[config.mk]
export PLATFORM = sky130hd
export DESIGN_NAME = esc_sequencer_flat
export DESIGN_NICKNAME = d
export VERILOG_FILES = /design/src/rtl/esc_pkg.sv /design/src/rtl/esc_if.sv /design/src/rtl/esc_slew.sv /design/src/rtl/esc_sequencer.sv /design/src/flat_wrapper.sv
export SDC_FILE = /design/constraint.sdc
export NUM_CORES = 1
export LEC_CHECK = 0
export BUFFER_PORTS_ARGS = -buffer_cell sky130_fd_sc_hd__buf_4
export CAP_MARGIN = 30
export CORE_MARGIN = 2
export CORE_UTILIZATION = 50
export CTS_BUF_LIST = sky130_fd_sc_hd__clkbuf_8
export DETAILED_ROUTE_END_ITERATION = 7
export GPL_TIMING_DRIVEN = 0
export PLACE_DENSITY = 0.7
export SYNTH_ARGS = -nofsm -noshare
export SYNTH_HDL_FRONTEND = slang
export SYNTH_SLANG_ARGS = --single-unit
export TNS_END_PERCENT = 30
[constraint.sdc]
create_clock -name clk -period 8.8 [get_ports clk]
set_input_delay 1.76 -clock clk [delete_from_list [all_inputs] [get_ports clk]]
set_output_delay 1.76 -clock clk [all_outputs]
set_load 0.05 [all_outputs]
[src/rtl/esc_pkg.sv]
// Shared types and constants for the ESC update sequencer.
package esc_pkg;

    localparam int SPD_W = 11;
    localparam logic [SPD_W-1:0] ZERO_SPD = 11'h000;

    typedef enum logic [1:0] {
        OFF,
        ARM,
        RUN
    } esc_state_e;

endpackage

[src/rtl/esc_if.sv]
// Speed request/command bundle between the flight controller and sequencer.
interface esc_if;
    import esc_pkg::*;

    logic [SPD_W-1:0] frnt_req;
    logic [SPD_W-1:0] bck_req;
    logic [SPD_W-1:0] lft_req;
    logic [SPD_W-1:0] rght_req;
    logic [SPD_W-1:0] frnt_spd;
    logic [SPD_W-1:0] bck_spd;
    logic [SPD_W-1:0] lft_spd;
    logic [SPD_W-1:0] rght_spd;
    logic             wrt;
    logic             armed;

    modport master (
        output frnt_req, bck_req, lft_req, rght_req,
        input  frnt_spd, bck_spd, lft_spd, rght_spd,
        input  wrt, armed
    );

    modport slave (
        input  frnt_req, bck_req, lft_req, rght_req,
        output frnt_spd, bck_spd, lft_spd, rght_spd,
        output wrt, armed
    );

endinterface

[src/rtl/esc_slew.sv]
// One motor channel: rate-limited rise, unrestricted fall, speed register.
module esc_slew
    import esc_pkg::*;
#(
    parameter logic [SPD_W-1:0] SLEW = 11'd16
) (
    input  logic             clk_i,
    input  logic             rst_i,
    input  logic             clr_i,
    input  logic             load_i,
    input  logic [SPD_W-1:0] req_i,
    output logic [SPD_W-1:0] spd_o
);

    logic [SPD_W-1:0] spd_q;
    logic [SPD_W-1:0] spd_d;
    logic [SPD_W:0]   diff;
    logic [SPD_W-1:0] step;

    // step never exceeds req-spd, so spd+step stays <= req and cannot wrap
    always_comb begin
        diff = {1'b0, req_i} - {1'b0, spd_q};
        step = (diff > {1'b0, SLEW}) ? SLEW : diff[SPD_W-1:0];
        spd_d = spd_q;
        if (load_i) begin
            spd_d = (req_i > spd_q) ? spd_q + step : req_i;
        end
    end

    always_ff @(posedge clk_i) begin
        if (rst_i || clr_i) begin
            spd_q <= ZERO_SPD;
        end else begin
            spd_q <= spd_d;
        end
    end

    assign spd_o = spd_q;

endmodule

[src/rtl/esc_sequencer.sv]
// Frame timing, arming FSM and kill handling for four ESC channels.
module esc_sequencer
    import esc_pkg::*;
#(
    parameter int               FRAME_CYCLES = 20000,
    parameter int               ARM_FRAMES   = 50,
    parameter logic [SPD_W-1:0] SLEW         = 11'd16
) (
    input  logic clk,
    input  logic rst,
    input  logic motors_off,
    esc_if.slave bus
);

    localparam int CW = $clog2(FRAME_CYCLES);
    localparam int AW = $clog2(ARM_FRAMES + 1);

    esc_state_e       state_q;
    logic [CW-1:0]    cnt_q;
    logic [AW-1:0]    arm_q;
    logic [AW-1:0]    arm_nxt;
    logic             wrt_q;
    logic             armed_q;
    logic             tc;
    logic             kill;
    logic             load;
    logic [SPD_W-1:0] req_a [4];
    logic [SPD_W-1:0] spd_a [4];

    assign tc      = (cnt_q == CW'(FRAME_CYCLES - 1));
    assign kill    = motors_off && (state_q != OFF);
    assign load    = tc && (state_q == RUN) && !kill;
    assign arm_nxt = arm_q + AW'(1);

    always_ff @(posedge clk) begin
        if (rst) begin
            state_q <= OFF;
            cnt_q   <= '0;
            arm_q   <= '0;
            wrt_q   <= 1'b0;
            armed_q <= 1'b0;
        end else if (kill) begin
            // kill wins over a coincident boundary: one pulse, zero speeds
            state_q <= OFF;
            cnt_q   <= '0;
            wrt_q   <= 1'b1;
            armed_q <= 1'b0;
        end else begin
            wrt_q <= tc;
            cnt_q <= tc ? '0 : cnt_q + CW'(1);
            if (tc) begin
                unique case (state_q)
                    OFF: begin
                        if (!motors_off) begin
                            state_q <= ARM;
                            arm_q   <= '0;
                        end
                    end
                    ARM: begin
                        arm_q <= arm_nxt;
                        if (arm_nxt == AW'(ARM_FRAMES)) begin
                            state_q <= RUN;
                            armed_q <= 1'b1;
                        end
                    end
                    RUN: ;
                    default: state_q <= OFF;
                endcase
            end
        end
    end

    assign req_a[0] = bus.frnt_req;
    assign req_a[1] = bus.bck_req;
    assign req_a[2] = bus.lft_req;
    assign req_a[3] = bus.rght_req;

    for (genvar g = 0; g < 4; g++) begin : g_ch
        esc_slew #(.SLEW(SLEW)) u_slew (
            .clk_i  (clk),
            .rst_i  (rst),
            .clr_i  (kill),
            .load_i (load),
            .req_i  (req_a[g]),
            .spd_o  (spd_a[g])
        );
    end

    assign bus.frnt_spd = spd_a[0];
    assign bus.bck_spd  = spd_a[1];
    assign bus.lft_spd  = spd_a[2];
    assign bus.rght_spd = spd_a[3];
    assign bus.wrt      = wrt_q;
    assign bus.armed    = armed_q;

endmodule

[src/flat_wrapper.sv]
// flat-port wrapper written by rule: the top's interface ports become plain ports
module esc_sequencer_flat import esc_pkg::*;
#(
    parameter int               FRAME_CYCLES = 20000,
    parameter int               ARM_FRAMES   = 50,
    parameter logic [SPD_W-1:0] SLEW         = 11'd16
)
  (clk, rst, motors_off, bus_frnt_req, bus_bck_req, bus_lft_req, bus_rght_req, bus_frnt_spd, bus_bck_spd, bus_lft_spd, bus_rght_spd, bus_wrt, bus_armed);
  esc_if bus_i ();
  input  logic clk;
  input  logic rst;
  input  logic motors_off;
  input wire logic [$bits(bus_i.frnt_req)-1:0] bus_frnt_req;
  input wire logic [$bits(bus_i.bck_req)-1:0] bus_bck_req;
  input wire logic [$bits(bus_i.lft_req)-1:0] bus_lft_req;
  input wire logic [$bits(bus_i.rght_req)-1:0] bus_rght_req;
  output wire logic [$bits(bus_i.frnt_spd)-1:0] bus_frnt_spd;
  output wire logic [$bits(bus_i.bck_spd)-1:0] bus_bck_spd;
  output wire logic [$bits(bus_i.lft_spd)-1:0] bus_lft_spd;
  output wire logic [$bits(bus_i.rght_spd)-1:0] bus_rght_spd;
  output wire logic [$bits(bus_i.wrt)-1:0] bus_wrt;
  output wire logic [$bits(bus_i.armed)-1:0] bus_armed;
  assign bus_i.frnt_req = bus_frnt_req;
  assign bus_i.bck_req = bus_bck_req;
  assign bus_i.lft_req = bus_lft_req;
  assign bus_i.rght_req = bus_rght_req;
  assign bus_frnt_spd = bus_i.frnt_spd;
  assign bus_bck_spd = bus_i.bck_spd;
  assign bus_lft_spd = bus_i.lft_spd;
  assign bus_rght_spd = bus_i.rght_spd;
  assign bus_wrt = bus_i.wrt;
  assign bus_armed = bus_i.armed;
  esc_sequencer #(.FRAME_CYCLES(FRAME_CYCLES), .ARM_FRAMES(ARM_FRAMES), .SLEW(SLEW)) u_core (.clk(clk), .rst(rst), .motors_off(motors_off), .bus(bus_i));
endmodule
After elaboration in Yosys (flattened, before gate mapping)
Index checks and enable logic that the tools add are counted.
{"block": "word_totals", "register_bits": 69, "in_bits": 47, "output_inout_bits": 46, "wordCells": 62}
{"block": "classes", "n_addsub": 10, "n_lt_le_gt_ge": 8, "eq_ne": 6, "muxes": 14, "bitwise": 2, "reduce_logical": 13}
{"operator": "2-to-1 mux 11 bit", "n": 8}
{"operator": "greater-than comparator 12 x 5 -> 1 bit, second input constant", "n": 4}
{"operator": "subtractor 11 x 11 -> 12 bit", "n": 4}
{"operator": "adder 11 bit", "n": 4}
{"operator": "greater-than comparator 11 bit", "n": 4}
{"operator": "adder 15 x 1 -> 15 bit, second input constant", "n": 1}
{"operator": "equality test 15 bit, second input constant", "n": 1}
{"operator": "one-hot mux 6 bit (2 select lines)", "n": 1}
{"operator": "AND reduction 4 bit", "n": 2}
{"operator": "adder 6 x 1 -> 6 bit, second input constant", "n": 1}
{"operator": "equality test 6 bit, second input constant", "n": 1}
{"operator": "2-to-1 mux 6 bit", "n": 1}
{"operator": "one-hot mux 2 bit (3 select lines)", "n": 1}
{"operator": "2-to-1 mux 2 bit", "n": 2}
{"operator": "nonzero test 2 bit", "n": 2}
{"operator": "logical AND 1 bit", "n": 3}
{"operator": "AND reduction 3 bit", "n": 1}
{"operator": "OR reduction 3 bit", "n": 1}
{"operator": "equality test 2 x 1 -> 1 bit, second input constant", "n": 1}
{"operator": "equality test 2 bit, second input constant", "n": 1}
{"operator": "logical NOT 2 bit", "n": 1}
{"operator": "!= test 2 x 1 -> 1 bit, second input constant", "n": 1}
{"operator": "!= test 2 bit, second input constant", "n": 1}
{"operator": "inverter 1 bit", "n": 2}
{"operator": "other kinds (4)", "n": 4}

Depth between registers and ports, before layout
Gate-level depths: netlist of run 1.
{"block": "depth", "depth_word": 5, "depth_mapped": 24, "mapped_depth_nobuf": 24}

By module
A second synthesis of run 1 with hierarchy kept.
{"block": "unflattened", "cells_unflattened": 989, "area_unflattened_um2": 7709.9}
{"module": "esc_slew (u_core.g_ch[2].u_slew ...)", "n_inst": 2, "cells_each": 210, "area_each_um2": 1617.8, "seq_area_each_um2": 220.2}
{"module": "esc_slew (u_core.g_ch[1].u_slew)", "n_inst": 1, "cells_each": 208, "area_each_um2": 1626.6, "seq_area_each_um2": 220.2}
{"module": "esc_slew (u_core.g_ch[0].u_slew)", "n_inst": 1, "cells_each": 220, "area_each_um2": 1610.3, "seq_area_each_um2": 220.2}
{"module": "esc_sequencer", "n_inst": 1, "cells_each": 141, "area_each_um2": 1237.4, "seq_area_each_um2": 500.5}

Least setup slack after synthesis of run 1
Ideal clock, no wire load.
{"block": "synth_timing", "path_kind": "input -> register", "startpoint": "input port bus_rght_req[0]", "endpoint": "register u_core.g_ch[3].u_slew.spd_q[10]", "setup_time_ns": 0.074, "t_arrival_ns": 5.938, "t_required_ns": 8.726, "slack_ns": 2.788, "path_stages": 23, "path_buffers": 0, "cell_sequence": "inv_1 ha_1 fa_1 and2b_1 o21ai_1 a21oi_2 nor3_1 a2111oi_2 and4bb_1 o2111ai_4 or2_2 fa_1 nor2b_1 o21ai_0 a21boi_0 o21ai_0 a21boi_0 o21ai_0 nand2b_1 a21o_1 a21oi_1 or4_1 a31oi_1"}
{"block": "synth_between", "elab_chain_cells": 5, "elab_cells_between_ends": 6, "cone_classes": "add/sub (2); order compare (2); mux (2)"}
{"item": "from (decl)", "line": "flat_wrapper.sv:16", "rtl": "input wire logic [$bits(bus_i.rght_req)-1:0] bus_rght_req;"}
{"item": "subtractor 11 x 11 -> 12 bit", "line": "esc_slew.sv:22", "rtl": "diff = {1'b0, req_i} - {1'b0, spd_q};"}
{"item": "greater-than comparator 12 x 5 -> 1 bit", "line": "esc_slew.sv:23", "rtl": "step = (diff > {1'b0, SLEW}) ? SLEW : diff[SPD_W-1:0];"}
{"item": "2-to-1 mux 11 bit", "line": "esc_slew.sv:23"}
{"item": "adder 11 bit", "line": "esc_slew.sv:26", "rtl": "spd_d = (req_i > spd_q) ? spd_q + step : req_i;"}
{"item": "2-to-1 mux 11 bit *", "line": "esc_slew.sv:26"}
{"item": "to (signal assigned)", "line": "esc_slew.sv:34", "rtl": "spd_q <= spd_d;"}
{"item": "to (decl)", "line": "esc_slew.sv:15", "rtl": "logic [SPD_W-1:0] spd_q;"}
Every way passes the cells marked *; elsewhere a longest branch is shown, timed or not.
A chain may end at the register's enable or synchronous reset.

Final worst setup path of run 1
{"block": "layout_timing", "startpoint": "input port bus_bck_req[0]", "endpoint": "register u_core.g_ch[1].u_slew.spd_q[10]"}
{"block": "layout_between", "elab_chain_cells": 5, "elab_cells_between_ends": 6, "cone_classes": "add/sub (2); order compare (2); mux (2)"}
{"item": "from (decl)", "line": "flat_wrapper.sv:14", "rtl": "input wire logic [$bits(bus_i.bck_req)-1:0] bus_bck_req;"}
{"item": "subtractor 11 x 11 -> 12 bit", "line": "esc_slew.sv:22"}
{"item": "greater-than comparator 12 x 5 -> 1 bit", "line": "esc_slew.sv:23"}
{"item": "2-to-1 mux 11 bit", "line": "esc_slew.sv:23"}
{"item": "adder 11 bit", "line": "esc_slew.sv:26"}
{"item": "2-to-1 mux 11 bit *", "line": "esc_slew.sv:26"}
{"item": "to (signal assigned)", "line": "esc_slew.sv:34"}
{"item": "to (decl)", "line": "esc_slew.sv:15"}
Marked as above.

==> results of run 1 <==
where the power goes:
part           leakage [nW]  switching [mW]  internal [mW]
combinational          2.90          0.0979         0.0716
sequential            0.556         0.00115          0.313
clock                 0.105           0.132          0.155
layout make-up:
type,instances,area [µm²]
plain buffers,27,108.9
clock buffers,12,165.2
clock inverters,4,53.80
fillers,1462,5899
inverters,85,319.1
multi-input cells,820,5578
flip-flops and latches,69,1381
well taps,184,230.2
repair buffers,92,688.2
sequential cells by signal, indices dropped and copies added (netlist names), named ones only:
name and flops:
u_core.cnt_q 15, u_core.bus.wrt 1, u_core.bus.armed 1, u_core.state_q 2
u_core.g_ch.u_slew.spd_o 40, u_core.arm_q 6
layer usage:
metal,GRT usage (%),up-vias,wire length [µm]
li1,-,3793,-
met1,34.21,3403,9451
met2,43.70,174,9400
met3,3.552,18,836
met4,5.294,0,198
met5,0,-,0
final timing paths:
check                                                        to  cells past startpoint
worst max-delay path            u_core.g_ch[1].u_slew.spd_o[10]                     24
worst min-delay path                            u_core.cnt_q[0]                      1
worst max register to register  u_core.g_ch[1].u_slew.spd_o[10]                     23
worst min register to register                  u_core.cnt_q[0]                      1
metrics by stage:
stage                     cell area (µm²)  hold slack [ns]  power [mW]
after CTS                            8524           0.4550      0.7738
after global placement               8300           0.4291      0.4877
after floorplan                      7387           0.4175      0.4389
after detailed placement             8305           0.4375      0.4886
final                                8524           0.4570      0.7710
after global routing                 8524           0.4870      0.8087
placed cells by master, fill, tap and decap left out, drive strengths merged, types with 4 or more instances in the layout:
cell type  instances
a21boi            13
o311ai             7
o31ai              4
a211oi            26
mux2i             16
nor4               8
nand2b            17
or4                6
a21oi             71
buf               99
o211ai             6
nor2             104
xnor2             17
clkbuf            32
o21a              11
a31oi             14
conb              20
nand3             34
dfxtp             69
or3                7
and3              10
inv               86
ha                83
fa                 8
a21o              17
nand2             81
and2               9
or2                6
nor2b             23
o2111ai            5
o21bai             7
nand3b             5
o31a               8
xor2              21
nand4             14
nor3              31
o21ai             59
cell families after synthesis:
family	count (synthesis)	share of synthesized area (%)
and+or+nand+nor	371	25.29
AOI/OAI and AO/OA	282	26.49
buffers and inverters	112	5.849
adders and majority gates	91	16.38
DFF	69	18.88
xor gates and xnor gates	38	4.549
muxes	18	2.497
other	1	0.05126
==> flow_summary.json, run 1 <==
{
  "wl_per_cell_um": 15.38,
  "crit_slowest_cell": "nor4_1",
  "slew_violations": 0,
  "cp_max_fo": 6,
  "drtIter0Drc": 451,
  "crit_family": "simple AND/OR/NAND/NOR gates",
  "hold_path_class": "register to register",
  "io_buffer_count": 91,
  "crit_type": "input port to register",
  "cts_sinks": 69,
  "place_hpwl_mm": 15.58,
  "syn2layout_area_growth_pct": 16.52,
  "fin_ws_ns": 2.327,
  "start_kind": "input port",
  "initial_utilization_pct": 50.72,
  "syn_area_mm2": 0.007316,
  "ctsResizeCount": 0,
  "post-place-ws_ns": 2.012,
  "yosys.area.top_type_share_pct": 18.88,
  "grt_pass1_wl_mm": 33.39,
  "fp.dieH_um": 125.0,
  "setup_violations": 0,
  "fin_cells": 1293,
  "slew_headroom_pct": 44.62,
  "syn_inst": 982,
  "rows": 44,
  "die_width_um": 125.0,
  "post-cts-setup-buffers": 0,
  "cts_max_path_buffers": 2,
  "hold_buffers": 0,
  "synth_flop_cell": "dfxtp_1",
  "rrSetupSlack_ns": 3.26,
  "synth_seq_cells": 69,
  "finalClockSkew_ns": 0.01063,
  "antenna_left": 0,
  "die_area_mm2": 0.01562,
  "required_ns": 9.09,
  "cts_buffers": 9,
  "drive_gt1_share_pct": 12.17,
  "root_buffer": "clkbuf_8",
  "num_io_pins": 93,
  "worst_slew_pin_slew_ns": 0.8281,
  "coreArea_mm2": 0.01442,
  "crit_path_start": "bus_bck_req[0]",
  "yosysSeqAreaShare_pct": 18.88,
  "clock_latency_ns": 0.36,
  "max_freq_mhz": 154.5,
  "ir_worst_vdd_uv": 92.29,
  "rsz0062_at_grt": "false",
  "diodes": 0,
  "min_period_over_period_pct": 73.56,
  "status": "completed",
  "cts_tree": "done",
  "grtUsageTotal_pct": 25.44,
  "ys_types": 82,
  "r2r-start": "u_core.g_ch[1].u_slew.spd_o[1]",
  "layout_min_cycle_time_ns": 6.473,
  "synth_common_cells": "nor2_1, inv_1, ha_1",
  "power.leakage_nw": 3.566,
  "yosys_warnings": 0,
  "viasPerCell": 5.714,
  "syn_area_per_cell_um2": 7.450,
  "yosysMostFrequentCell": "nor2_1",
  "cp_data_arrival_time_ns": 6.77,
  "finalSetupTns_ns": 0,
  "drc": 0,
  "final_util_pct": 59.10,
  "grt_overflow": 0,
  "h-tree-depth": 3,
  "nNetsFinal": 1242,
  "num_vias": 7388,
  "cpPeakStageDelay_ns": 0.58,
  "synth_top_cell_by_area": "dfxtp_1",
  "grt_pass1_vias": 6976,
  "synth_edf_count": 0,
  "synthTopCellsByArea": "dfxtp_1, ha_1, nor2_1",
  "maxCapViolCount": 0,
  "critPathBufInv": 2,
  "dr.pass1.iters": 5,
  "drt-total-wl_mm": 19.89,
  "antenna_found_initial": 0,
  "synthArstFlopShare_pct": 0,
  "place.gp.congestion": 0.9114,
  "numPlacedInstances": 1277,
  "grt_max_degree": 13,
  "path_cells": "buf_4 > inv_1 > ha_1 > fa_1 > nor2b_1 > o21a_1 > o21ai_1 > a21oi_1 > nor2_1 > nor4_1 > nand3_1 > or2_2 > fa_1 > nor2b_1 > o21ai_0 > a21boi_0 > o21ai_0 > a21boi_0 > o21a_1 > nor2_1 > o21bai_1 > a21oi_1 > or4_1 > a31oi_1",
  "worst_setup_path_end_kind": "register",
  "p_per_area_mw_per_mm2": 90.45,
  "clkTransAtPathRegs_ns": 0.08,
  "hold_viol": 0,
  "hold_start": "u_core.cnt_q[0]"
}
No activity file was read; power rests on OpenSTA's default activity.
==> inputs of run 2 (changes only) <==
Settings changed: PLACE_DENSITY 0.7 to 0.73.
Clock period 8.8 ns to 5.2 ns, I/O delays scaled along.
==> run 2 against run 1 <==
Effect of this change: core utilization is 2.6 points higher; die area is the same; critical endpoint unchanged; combinational power increased by 78%; cell count up 2.1%; non-clock buffer count rose by 27; first-iteration DRC count is 20% higher; critical path type unchanged; clock skew grew 0.0040 ns; register-to-register slack got worse by 2.8 ns.
==> flow_summary.json, run 2 (synthesis gave the netlist of run 1 again) <==
{
  "slew_violations": 0,
  "antenna_left": 0,
  "place_hpwl_mm": 15.54,
  "cts_max_path_buffers": 2,
  "io_buffer_count": 91,
  "diodes": 0,
  "cts_tree": "done",
  "finalClockSkew_ns": 0.01459,
  "worst_setup_path_end_kind": "register",
  "cp_data_arrival_time_ns": 5.38,
  "status": "completed",
  "drtIter0Drc": 541,
  "hold_path_class": "register to register",
  "crit_path_start": "bus_bck_req[0]",
  "ir_worst_vdd_uv": 188.8,
  "layout_min_cycle_time_ns": 5.075,
  "clkTransAtPathRegs_ns": 0.09,
  "clock_latency_ns": 0.37,
  "nNetsFinal": 1269,
  "dr.pass1.iters": 5,
  "required_ns": 5.50,
  "critPathBufInv": 2,
  "rsz0062_at_grt": "true",
  "initial_utilization_pct": 50.72,
  "place.gp.congestion": 0.9805,
  "layout_commonest_cell": "buf_4",
  "pwr-share-seq_pct": 41.2,
  "slew_headroom_pct": 45.32,
  "root_buffer": "clkbuf_8",
  "hold_viol": 0,
  "p_switching_mw": 0.4082,
  "crit_type": "input port to register",
  "grt_overflow": 0,
  "grt_max_degree": 14,
  "drive_gt1_share_pct": 18.05,
  "crit_family": "compound AO/OA/AOI/OAI gates",
  "power.leakage_nw": 3.711,
  "cpPeakStageDelay_ns": 0.43,
  "die_area_mm2": 0.01562,
  "p_per_area_mw_per_mm2": 145.1,
  "rows": 44,
  "drt-total-wl_mm": 20.47,
  "numPlacedInstances": 1277,
  "syn2layout_area_growth_pct": 21.55,
  "maxCapViolCount": 0,
  "num_vias": 7651,
  "p_sw_share_pct": 31.65,
  "fin_cells": 1320,
  "fillers": 1375,
  "final_util_pct": 61.65,
  "hold_buffers": 0,
  "crit_slowest_cell": "fa_1",
  "coreArea_mm2": 0.01442,
  "largest_reg_flops": 40,
  "grt_pass1_wl_mm": 33.17,
  "num_io_pins": 93,
  "grt_pass1_vias": 6960,
  "cts_sinks": 69,
  "fin_ws_ns": 0.1250,
  "p_clk_share_pct": 35.3,
  "grtUsageTotal_pct": 25.16,
  "p_int_mw": 0.8817,
  "final_cell_mix": "buf_4, nor2_1, inv_1, nand2_1, ha_1",
  "h-tree-depth": 3,
  "setup_violations": 0,
  "antenna_found_initial": 0,
  "min_period_over_period_pct": 97.60,
  "r2r-start": "u_core.g_ch[0].u_slew.spd_o[1]",
  "die_width_um": 125.0,
  "power.share.combinational_pct": 23.5,
  "drc": 0,
  "cts_buffers": 9,
  "holdWs_ns": 0.4583,
  "post-place-ws_ns": -0.6944,
  "fp.dieH_um": 125.0,
  "finalSetupTns_ns": 0,
  "viasPerCell": 5.796,
  "cp_max_fo": 3,
  "max_freq_mhz": 197.0,
  "start_kind": "input port",
  "hold_start": "u_core.cnt_q[0]",
  "wl_per_cell_um": 15.51,
  "worst_slew_pin_slew_ns": 0.8176
}
-- run 2: worst paths after layout --
path	end	slack, ns	depth (start not counted)
worst max-delay path	u_core.g_ch[1].u_slew.spd_o[10]	0.13	25
worst min-delay path	u_core.cnt_q[0]	0.46	1
worst max register to register	u_core.g_ch[0].u_slew.spd_o[10]	0.42	23
worst min register to register	u_core.cnt_q[0]	0.46	1
-- run 2: through the flow --
step                cell area [µm²]  power (mW)
floorplan                      7398      0.7440
global placement               8312      0.8256
detailed placement             8317      0.8275
CTS                            8636       1.282
global route                   8892       1.356
finish                         8892       1.290
-- run 2: metal layers --
metal | global-route usage (%) | part of all wire [%]
met5 | 0 | 0
met4 | 6.078 | 2.1
met3 | 4.579 | 5.2
met2 | 41.59 | 46
met1 | 34.15 | 46
-- run 2: repair_timing --
action                     4_1_cts  5_1_grt
buffers inserted                12       16
hold endpoints to repair         0        0
resized for setup               13       48
cloned                           0        0
setup endpoints to repair        8        8
pin swaps                        9       32
-- run 2: power by group through the flow --
stage / clock network (mW) / registers (mW) / logic [mW]
floorplan: 0 / 0.544 / 0.200
global placement: 0 / 0.544 / 0.282
detailed placement: 0 / 0.544 / 0.283
CTS: 0.459 / 0.532 / 0.291
global route: 0.487 / 0.532 / 0.337
finish: 0.455 / 0.532 / 0.303
-- run 2: final cells by class --
cell class,instances,area [µm²],share of cell area (%)
sequential,69,1381,15.53
multi-input combinational,820,5761,64.78
timing repair buffer,120,898.4,10.10
tap,184,230.2,2.589
clock buffer,9,123.9,1.393
inverter,85,319.1,3.588
clock inverter,7,73.82,0.8302
buffer,26,105.1,1.182
-- run 2: worst reg2reg max path, cell delays in order (launching register included) --
cell      delay [ns]
dfxtp_1         0.44
inv_1           0.12
ha_1            0.32
nor2b_1         0.14
o21ai_2         0.13
a21boi_1        0.14
o21ai_2         0.17
a21oi_1         0.10
or4_1           0.54
a21oi_2         0.21
nand2_2         0.09
or2_2           0.30
fa_2            0.35
nor2b_2         0.15
o21ai_2         0.08
a21boi_2        0.18
o21ai_2         0.10
a21boi_2        0.16
o21a_1          0.15
nor2_1          0.06
o21bai_1        0.16
a21oi_2         0.08
or4_1           0.39
a31oi_1         0.13
==> inputs of run 3 (changes only) <==
Settings changed: CORE_UTILIZATION 50 to 55, PLACE_DENSITY 0.73 to 0.79, SLEW_MARGIN set to 10.
==> run 3 against run 2 <==
Effect of this change: the flow now finishes with violations (negative setup slack); clock skew down 0.0031 ns; power shrank 3.2%; register-to-register slack got worse by 0.16 ns; sequential cell count did not move; routed wire length fell by 0.56%; first-iteration DRC count grew 2.8%; combinational power about the same; global-route usage rose by 2.2 points; fmax fell by 2.8%; critical path depth shrank 1; hold slack worse by 0.0072 ns; core utilization increased by 5.6 points; critical endpoint is now u_core.g_ch[3].u_slew.spd_o[10]; highest routed layer unchanged.
==> flow_summary.json, run 3 (synthesis gave the netlist of run 1 again) <==
{
  "io_buffer_count": 91,
  "num_vias": 7708,
  "cp_data_arrival_time_ns": 5.50,
  "rows": 42,
  "antenna_found_initial": 0,
  "cp_max_fo": 5,
  "worst_path_most_repeated_cell": "o21ai_2",
  "nNetsFinal": 1266,
  "fin_ws_ns": -0.01918,
  "path_cells": "buf_8 > inv_4 > ha_4 > fa_2 > and2b_1 > o21ai_2 > a21oi_2 > nor3_2 > a2111oi_2 > and4bb_1 > o2111ai_4 > or2_4 > fa_2 > nor2b_2 > o21ai_2 > a21boi_2 > o21ai_2 > a21boi_2 > o21ai_1 > nand2b_1 > a21o_1 > a21oi_2 > or4_1 > a31oi_1",
  "dr.pass1.iters": 5,
  "clock_latency_ns": 0.36,
  "cts_sinks": 69,
  "drc": 0,
  "num_io_pins": 93,
  "max_freq_mhz": 191.6,
  "p_per_area_mw_per_mm2": 141.3,
  "die_width_um": 119.3,
  "status": "finished, violations left",
  "syn2layout_area_growth_pct": 20.81,
  "maxCapViolCount": 0,
  "ir_worst_vdd_uv": 208.1,
  "worst_slew_pin_slew_ns": 0.9167,
  "largest_reg_flops": 40,
  "start_kind": "input port",
  "drt-total-wl_mm": 20.36,
  "clkTransAtPathRegs_ns": 0.08,
  "final_cell_mix": "buf_4, nor2_1, inv_1, nand2_1, ha_1",
  "cts_buffers": 9,
  "wl_per_cell_um": 15.55,
  "initial_utilization_pct": 55.69,
  "drtIter0Drc": 556,
  "slew_headroom_pct": 38.32,
  "worst_setup_path_end_kind": "register",
  "grt_max_degree": 13,
  "layout_min_cycle_time_ns": 5.219,
  "p_total_mw": 1.249,
  "h-tree-depth": 3,
  "viasPerCell": 5.888,
  "drive_gt1_share_pct": 17.30,
  "die_area_mm2": 0.01424,
  "critPathBufInv": 2,
  "root_buffer": "clkbuf_8",
  "finalClockSkew_ns": 0.01151,
  "antenna_left": 0,
  "min_period_over_period_pct": 100.4,
  "fp.dieH_um": 119.3,
  "grtUsageTotal_pct": 27.33,
  "coreArea_mm2": 0.01314,
  "cpPeakStageDelay_ns": 0.53,
  "grt_overflow": 0,
  "grt_pass1_wl_mm": 32.33,
  "cts_max_path_buffers": 2,
  "crit_slowest_cell": "or4_1",
  "crit_type": "input port to register",
  "diodes": 0,
  "hold_viol": 0,
  "place_hpwl_mm": 15.29,
  "holdWs_ns": 0.4511,
  "setup_violations": 1,
  "finalSetupTns_ns": -0.01918,
  "required_ns": 5.49,
  "crit_family": "compound AO/OA/AOI/OAI gates",
  "grt_pass1_vias": 7043,
  "place.gp.congestion": 0.9298,
  "slew_violations": 0,
  "power.leakage_nw": 3.687,
  "rsz0062_at_grt": "true",
  "hold_path_class": "register to register",
  "failed_checks": "negative setup slack",
  "cts_tree": "done",
  "hold_buffers": 0,
  "layout_commonest_cell": "buf_4"
}
[run 3: cell types whose count changed in the layout (fill, tap and decap cells not counted), moves of 2 or more]
cell / previous run / this run
a211oi_2: 4 / 1
clkinv_2: 2 / 0
clkinv_4: 2 / 0
ha_1: 78 / 80
ha_2: 5 / 2
a21boi_1: 5 / 3
o21ai_1: 9 / 11
a211oi_1: 22 / 24
buf_4: 120 / 115
clkbuf_8: 9 / 11
clkinvlp_4: 1 / 3
[run 3: final cells by class]
| type | count | area (µm²) |
|---|---|---|
| timing repair buffer | 116 | 875.8 |
| multi-input combinational | 820 | 5744 |
| sequential | 69 | 1381 |
| buffer | 27 | 108.9 |
| clock buffer | 11 | 151.4 |
| tap | 176 | 220.2 |
| inverter | 85 | 321.6 |
| clock inverter | 5 | 35.03 |
| fill | 1181 | 4299 |
[run 3: worst register-to-register path: stages (launching register included)]
cell and delay, ns:
dfxtp_1 0.45, inv_1 0.13, ha_1 0.32, nor2b_1 0.18, o21ai_2 0.08, a21boi_1 0.34, o2111ai_1 0.22, a211oi_1 0.33
nand4bb_1 0.19, a21oi_2 0.19, nand2_2 0.10, or2_4 0.26, fa_2 0.38, nor2b_4 0.15, o21ai_2 0.07, a21boi_2 0.18
o21ai_2 0.09, a21boi_2 0.16, o21a_1 0.16, nor2_1 0.06, o21bai_1 0.14, a21oi_1 0.10, or4_1 0.40, a31oi_1 0.16
[run 3: power breakdown]
| part | internal, mW | switching, mW |
|---|---|---|
| Sequential | 0.530 | 0.00168 |
| Combinational | 0.129 | 0.176 |
| Clock | 0.199 | 0.214 |
| Total | 0.858 | 0.391 |
[run 3: final timing paths]
path                                        from                               to  slack [ns]  cells past startpoint
hold reg to reg                  u_core.cnt_q[0]                  u_core.cnt_q[0]        0.45                      1
setup / recovery                 bus_rght_req[0]  u_core.g_ch[3].u_slew.spd_o[10]       -0.02                     24
hold / removal                   u_core.cnt_q[0]                  u_core.cnt_q[0]        0.45                      1
setup reg to reg  u_core.g_ch[0].u_slew.spd_o[1]  u_core.g_ch[0].u_slew.spd_o[10]        0.26                     23
[run 3: what timing repair did]
item | in CTS | in global routing
buffers inserted | 8 | 16
cloned | 0 | 0
gates resized for setup | 19 | 42
endpoints found under the setup margin | 8 | 8
pin swaps | 10 | 39
[run 3: stage by stage]
stage	setup WS, ns	utilization [%]	instances	cell area (µm²)
3_3_place_gp	-0.6890	63.19	1268	8302
5_1_grt	-0.1986	67.28	1309	8838
6_report	-0.01918	67.28	1309	8838
3_5_place_dp	-0.7473	63.23	1269	8307
4_1_cts	0.0003282	65.50	1293	8606
2_1_floorplan	-0.04695	-	1001	7398
[run 3: metal layers]
| layer | global-route usage, % | wire length, µm | part of all wire (%) | vias to the layer above |
|---|---|---|---|---|
| li1 | - | - | - | 3845 |
| met1 | 35.41 | 9018 | 44 | 3578 |
| met2 | 46.73 | 9745 | 48 | 236 |
| met3 | 4.262 | 1053 | 5.2 | 49 |
| met4 | 8.382 | 541 | 2.7 | 0 |
| met5 | 0 | 0 | 0 | - |
